## src/rtl/bytecode_fetch.sv

```systemverilog
// -----------------------------------------------------------------------------
// bytecode_fetch
//
// Upstream stage of the JVM bytecode decoder. Reads bytecode one byte at a time
// from a byte-wide memory. Sizes each instruction from its opcode and packs
// opcode plus operands into a left-aligned 32-bit word. Presents the word to
// the decoder with a start/ready handshake. Also accepts a control-transfer
// redirect from downstream.
//
// Ports
//   i_clk            clock, all state changes on the rising edge
//   i_reset          synchronous, active-high reset
//   i_enable         fetch permitted (only looked at while idle)
//   o_mem_rd         byte read request, held until i_mem_valid
//   o_mem_addr       byte address, stable while o_mem_rd is high
//   i_mem_data       read byte, qualified by i_mem_valid
//   i_mem_valid      read completes on this edge
//   o_instruction_out  opcode in [31:24], operands in the next lanes, rest zero
//   o_instr_pc       address of the opcode of o_instruction_out
//   o_start          word valid to the decoder
//   i_ready          decoder accepts the word
//   i_redirect       load a new fetch address
//   i_redirect_pc    the new fetch address
//   o_unsupported    sticky flag, an unsupported opcode was fetched
// -----------------------------------------------------------------------------
module bytecode_fetch #(
  parameter int                    ADDR_WIDTH = 16,
  parameter logic [ADDR_WIDTH-1:0] RESET_PC   = '0
) (
  input  logic                  i_clk,
  input  logic                  i_reset,
  input  logic                  i_enable,
  output logic                  o_mem_rd,
  output logic [ADDR_WIDTH-1:0] o_mem_addr,
  input  logic [7:0]            i_mem_data,
  input  logic                  i_mem_valid,
  output logic [31:0]           o_instruction_out,
  output logic [ADDR_WIDTH-1:0] o_instr_pc,
  output logic                  o_start,
  input  logic                  i_ready,
  input  logic                  i_redirect,
  input  logic [ADDR_WIDTH-1:0] i_redirect_pc,
  output logic                  o_unsupported
);

  localparam int BYTE      = 8;
  localparam int WIDTH_OUT = 4 * BYTE;

  typedef enum logic [2:0] {
    S_IDLE,
    S_FETCH_OP,
    S_FETCH_ARG,
    S_PRESENT,
    S_HALT
  } state_t;

  state_t                r_state;
  state_t                w_next_state;
  logic [ADDR_WIDTH-1:0] r_pc;
  logic [WIDTH_OUT-1:0]  r_word;
  logic [ADDR_WIDTH-1:0] r_instr_pc;
  logic [1:0]            r_remaining;   // operand bytes still to fetch
  logic [1:0]            r_lane;        // 1..3: next operand lane below the opcode
  logic                  r_unsupported;
  logic [2:0]            w_op_len;      // 0 marks an unsupported opcode

  // Instruction length in bytes, 0 for opcodes this stage cannot handle.
  function automatic logic [2:0] op_length(input logic [BYTE-1:0] op);
    logic [2:0] len;
    len = 3'd1;
    if (op == 8'hc5) begin
      len = 3'd4;
    end else if (op inside {8'h11, 8'h13, 8'h14, 8'h84, [8'h99:8'ha8],
                            [8'hb2:8'hb8], 8'hbb, 8'hbd, 8'hc0, 8'hc1,
                            8'hc6, 8'hc7}) begin
      len = 3'd3;
    end else if (op inside {8'h10, 8'h12, [8'h15:8'h19], [8'h36:8'h3a],
                            8'ha9, 8'hbc}) begin
      len = 3'd2;
    end else if (op inside {8'haa, 8'hab, 8'hb9, 8'hba, 8'hc4,
                            [8'hc8:8'hff]}) begin
      len = 3'd0;
    end
    return len;
  endfunction

  assign w_op_len = op_length(i_mem_data);

  // NOTE: sequential state uses non-blocking assignments so every register
  // samples the pre-edge values of its neighbours.
  always_ff @(posedge i_clk) begin
    if (i_reset) begin
      r_state <= S_IDLE;
    end else begin
      r_state <= w_next_state;
    end
  end

  // NOTE: every signal driven here gets a default before the case so no path
  // leaves it unassigned (which would infer a latch).
  always_comb begin
    w_next_state = r_state;
    o_mem_rd     = 1'b0;
    o_mem_addr   = '0;
    o_start      = 1'b0;
    case (r_state)
      S_IDLE: begin
        if (i_enable) w_next_state = S_FETCH_OP;
      end
      S_FETCH_OP: begin
        o_mem_rd   = 1'b1;
        o_mem_addr = r_pc;
        // A redirect wins over a read completing in the same cycle.
        if (i_redirect) begin
          w_next_state = S_FETCH_OP;
        end else if (i_mem_valid) begin
          if (w_op_len == 3'd0)      w_next_state = S_HALT;
          else if (w_op_len == 3'd1) w_next_state = S_PRESENT;
          else                       w_next_state = S_FETCH_ARG;
        end
      end
      S_FETCH_ARG: begin
        o_mem_rd   = 1'b1;
        o_mem_addr = r_pc;
        if (i_redirect) begin
          w_next_state = S_FETCH_OP;
        end else if (i_mem_valid && (r_remaining == 2'd1)) begin
          w_next_state = S_PRESENT;
        end
      end
      S_PRESENT: begin
        o_start = 1'b1;
        // A handshake coinciding with a redirect still counts as delivered.
        if (i_redirect || i_ready) w_next_state = S_FETCH_OP;
      end
      S_HALT: begin
        w_next_state = S_HALT;
      end
      default: begin
        w_next_state = S_IDLE;
      end
    endcase
  end

  always_ff @(posedge i_clk) begin
    if (i_reset) begin
      r_pc          <= RESET_PC;
      r_word        <= '0;
      r_instr_pc    <= '0;
      r_remaining   <= '0;
      r_lane        <= '0;
      r_unsupported <= 1'b0;
    end else begin
      case (r_state)
        S_IDLE, S_PRESENT: begin
          if (i_redirect) r_pc <= i_redirect_pc;
        end
        S_FETCH_OP: begin
          if (i_redirect) begin
            r_pc <= i_redirect_pc;
          end else if (i_mem_valid) begin
            if (w_op_len == 3'd0) begin
              r_unsupported <= 1'b1;
            end else begin
              r_word      <= {i_mem_data, {(WIDTH_OUT - BYTE){1'b0}}};
              r_instr_pc  <= r_pc;
              r_pc        <= r_pc + 1'b1;
              r_remaining <= 2'(w_op_len - 3'd1);
              r_lane      <= 2'd1;
            end
          end
        end
        S_FETCH_ARG: begin
          if (i_redirect) begin
            r_pc <= i_redirect_pc;
          end else if (i_mem_valid) begin
            case (r_lane)
              2'd1:    r_word[23:16] <= i_mem_data;
              2'd2:    r_word[15:8]  <= i_mem_data;
              default: r_word[7:0]   <= i_mem_data;
            endcase
            r_pc        <= r_pc + 1'b1;
            r_remaining <= r_remaining - 2'd1;
            r_lane      <= r_lane + 2'd1;
          end
        end
        default: begin
        end
      endcase
    end
  end

  assign o_instruction_out = r_word;
  assign o_instr_pc        = r_instr_pc;
  assign o_unsupported     = r_unsupported;

endmodule

```

## config.mk

```make
export PLATFORM = sky130hd
export DESIGN_NAME = bytecode_fetch
export DESIGN_NICKNAME = d
export VERILOG_FILES = /design/src/rtl/bytecode_fetch.sv
export SDC_FILE = /design/constraint.sdc
export NUM_CORES = 1
export LEC_CHECK = 0
export BUFFER_PORTS_ARGS = -buffer_cell sky130_fd_sc_hd__buf_2
export CAP_MARGIN = 5
export CORE_MARGIN = 10
export CORE_UTILIZATION = 49
export CTS_CLUSTER_DIAMETER = 30
export DETAILED_ROUTE_END_ITERATION = 6
export PLACE_DENSITY = 0.77
export REMOVE_ABC_BUFFERS = 1
export SYNTH_ARGS = -nofsm -noshare
export SYNTH_HDL_FRONTEND = slang
export SYNTH_SLANG_ARGS = --single-unit
```

## constraint.sdc

```tcl
create_clock -name i_clk -period 5.9 [get_ports i_clk]
set_clock_uncertainty 0.15 [all_clocks]
set_input_delay 0.295 -clock i_clk [delete_from_list [all_inputs] [get_ports i_clk]]
set_output_delay 0.295 -clock i_clk [all_outputs]
set_load 0.1 [all_outputs]
```

==> reports/results.ini <==
[status]
outcome = completed

[power_and_ir_drop]
p_int_mw = 0.807
clockPowerShare_pct = 35.7
p_per_area_nw_per_um2 = 273
comb_power_share_pct = 20.8
switchingPower_mw = 0.411
vdd_ir_drop_max_mv = 0.144
p_leak_nw = 2.02
p_sw_share_pct = 33.7
p_seq_share_pct = 43.5

[floorplan]
rows = 31
ios = 97
die_x_um = 108
floorplan.initialDensity_pct = 51.4
coreArea_um2 = 7370
fp.dieH_um = 108
dieArea_um2 = 11600

[placement]
port_buffers = 96
gp_congestion = 0.871
dp_hpwl_um = 7390
dp_cells = 637

[timing]
period_share_pct = 59.4
period_minus_slack_ns = 3.51
slew_headroom_pct = 24.9
setup_viol_count_final = 0
fmax_ghz = 0.285
finalSetupTns_ns = 0
finalHoldViolations = 0
drv_slew = 0
rsz0062_at_grt = false
worst_pin_slew_ns = 1.12

[grt]
first_global_vias = 3579
antenna_found_initial = 0
grt_pass1_wl_um = 17000
overflow = 0
grt_max_degree = 73
grt.total_usage_pct = 17.6

[routing]
wl_per_cell_um = 16.2
vias_per_cell = 5.72
postRouteAntennaNets = 0
drt_first_pass_iters = 5
routed_wl_um = 10600
drc = 0
drt_iter0_markers = 211
vias = 3736

[synth]
yosys_warnings = 0
yosys-top-cells-count = dfxtp_1 (72), nand2_1 (70), a21oi_1 (45)
synth-edff-count = 0
ys_seq_area_share_pct = 38.1
netlist_area_um2 = 3790
ys.flop_type = dfxtp_1
yosys.area.top_type = dfxtp_1
synth.avg_cell_area_um2 = 7.94
ys_async_sr_fraction_pct = 0
synth_top_area_share_pct = 38.1
synthCells = 477
yosysMostFrequentCell = dfxtp_1
synth.top_cells.by_area = dfxtp_1 (38%), nand2_1 (6.9%), mux2i_1 (6.6%)
yosys.cell_types.count = 55
synth_seq_cells = 72

[clock_tree]
cts_buffers = 9
clock_path_buffers = 2
postCtsHoldBufs = 0
cts-resized-gates = 0
clock_latency_ns = 0.36
postCtsSetupRepairBufs = 0
cts_tree = yes
htreeDepth = 3
root_buffer = clkbuf_8
cts_sinks = 72
clk_pin_slew_ns = 0.08

[critical_path]
path_max_fanout = 24
critPathLaunchType = input port
cp.arrival_ns = 3.57
crit_start = i_mem_data[4]
cp_data_required_time_ns = 5.96
end_kind = register
max_stage_delay_ns = 0.94
r2r_start = r_state[0]$_SDFFE_PP0P_
path_cells = buf_2 -> or3b_2 -> or4_1 -> o22ai_1 -> a211o_1 -> nor4_1 -> ha_1 -> o31ai_4 -> nand4_1 -> nand2_1 -> a21oi_1
path_class = input port to register
cp_slowest_cell = nand4_1

[final_layout]
n_antenna_cell = 0
drive_gt1_share_pct = 22.7
fin_cells = 653
syn2layout_area_growth_pct = 17.8
final_nets = 585
fill_cells = 694

[min_path]
hp-class = input port to register
min-delay-start = i_redirect_pc[0]

[flow_run]
drv_cap = 0

cell usage in the layout (no fill, tap or decap), drive strengths merged, types with 11 or more instances in the layout:
master	netlist	final
dfxtp	72	72
buf	11	99
nor2	43	43
mux2i	25	25
o21ai	20	20
inv	11	11
nand3	12	12
a21oi	45	45
and2	22	22
nand2	70	70
routing by layer:
metal,routed length (um),track usage (%)
met1,4670,22.2
met2,5120,28.7
met3,687,5.09
met4,119,4.87
met5,0,0
registers in the layout, indices dropped and copies added, names as in the netlist:
signal	cells
o_instruction_out	32
o_instr_pc	16
r_pc	16
r_state	3
r_lane	2
r_remaining	2
o_unsupported	1
cell families (layout without fill, tap and decap cells):
kind of cell	Yosys count	count (layout)	synth area share, %
AND/OR/NAND/NOR	212	212	28.2
AO/OA/AOI/OAI	111	111	19.0
flip-flops	72	72	38.1
XOR/XNOR	2	2	0.463
multiplexers	25	25	6.61
adder cells (fa/ha/maj)	6	6	1.98
buffers and inverters	49	126	5.68
worst paths after layout:
check	cells after the start	slack [ns]	endpoint
setup / recovery	11	2.39	o_instruction_out[31]$_SDFFE_PP0P_
setup reg to reg	4	3.06	o_instruction_out[31]$_SDFFE_PP0P_
hold / removal	3	0.06	r_pc[0]$_SDFFE_PP0P_
hold reg to reg	2	0.30	o_instr_pc[14]$_SDFFE_PP0P_
worst max-delay path, delay by kind of cell:
family	cells	cell delay [ns]
fa+ha+maj	1	0.25
compound gates	4	0.53
simple gates	5	2.28
buf+inv	1	0.21
per-stage QoR:
| stage | util [%] | setup slack [ns] | total power [mW] | area, um^2 | hold WS (ns) |
|---|---|---|---|---|---|
| after floorplan | - | 2.31 | 0.719 | 3610 | 0.214 |
| after global placement | 57.5 | 2.16 | 0.786 | 4240 | 0.291 |
| after detailed placement | 57.5 | 2.01 | 0.792 | 4240 | 0.295 |
| after CTS | 60.5 | 2.37 | 1.22 | 4460 | 0.0580 |
| after global routing | 60.5 | 2.10 | 1.26 | 4460 | 0.0630 |
| final | 60.5 | 2.39 | 1.22 | 4460 | 0.0565 |
cell type report:
class | instances | area (um^2) | share of cell area, %
multi-input cells | 356 | 2130 | 47.8
inverters | 11 | 41.3 | 0.926
clock buffers | 9 | 124 | 2.78
repair buffers | 99 | 503 | 11.3
clock inverters | 7 | 96.3 | 2.16
well taps | 99 | 124 | 2.78
flip-flops and latches | 72 | 1440 | 32.3
power by group through the flow:
| stage | combinational, mW | sequential (mW) | clock (mW) |
|---|---|---|---|
| after floorplan | 0.160 | 0.559 | 0 |
| after global placement | 0.247 | 0.540 | 0 |
| after detailed placement | 0.251 | 0.541 | 0 |
| after CTS | 0.253 | 0.529 | 0.436 |
| after global routing | 0.273 | 0.534 | 0.456 |
| final | 0.253 | 0.530 | 0.435 |
(Power assumes the default switching activity.)
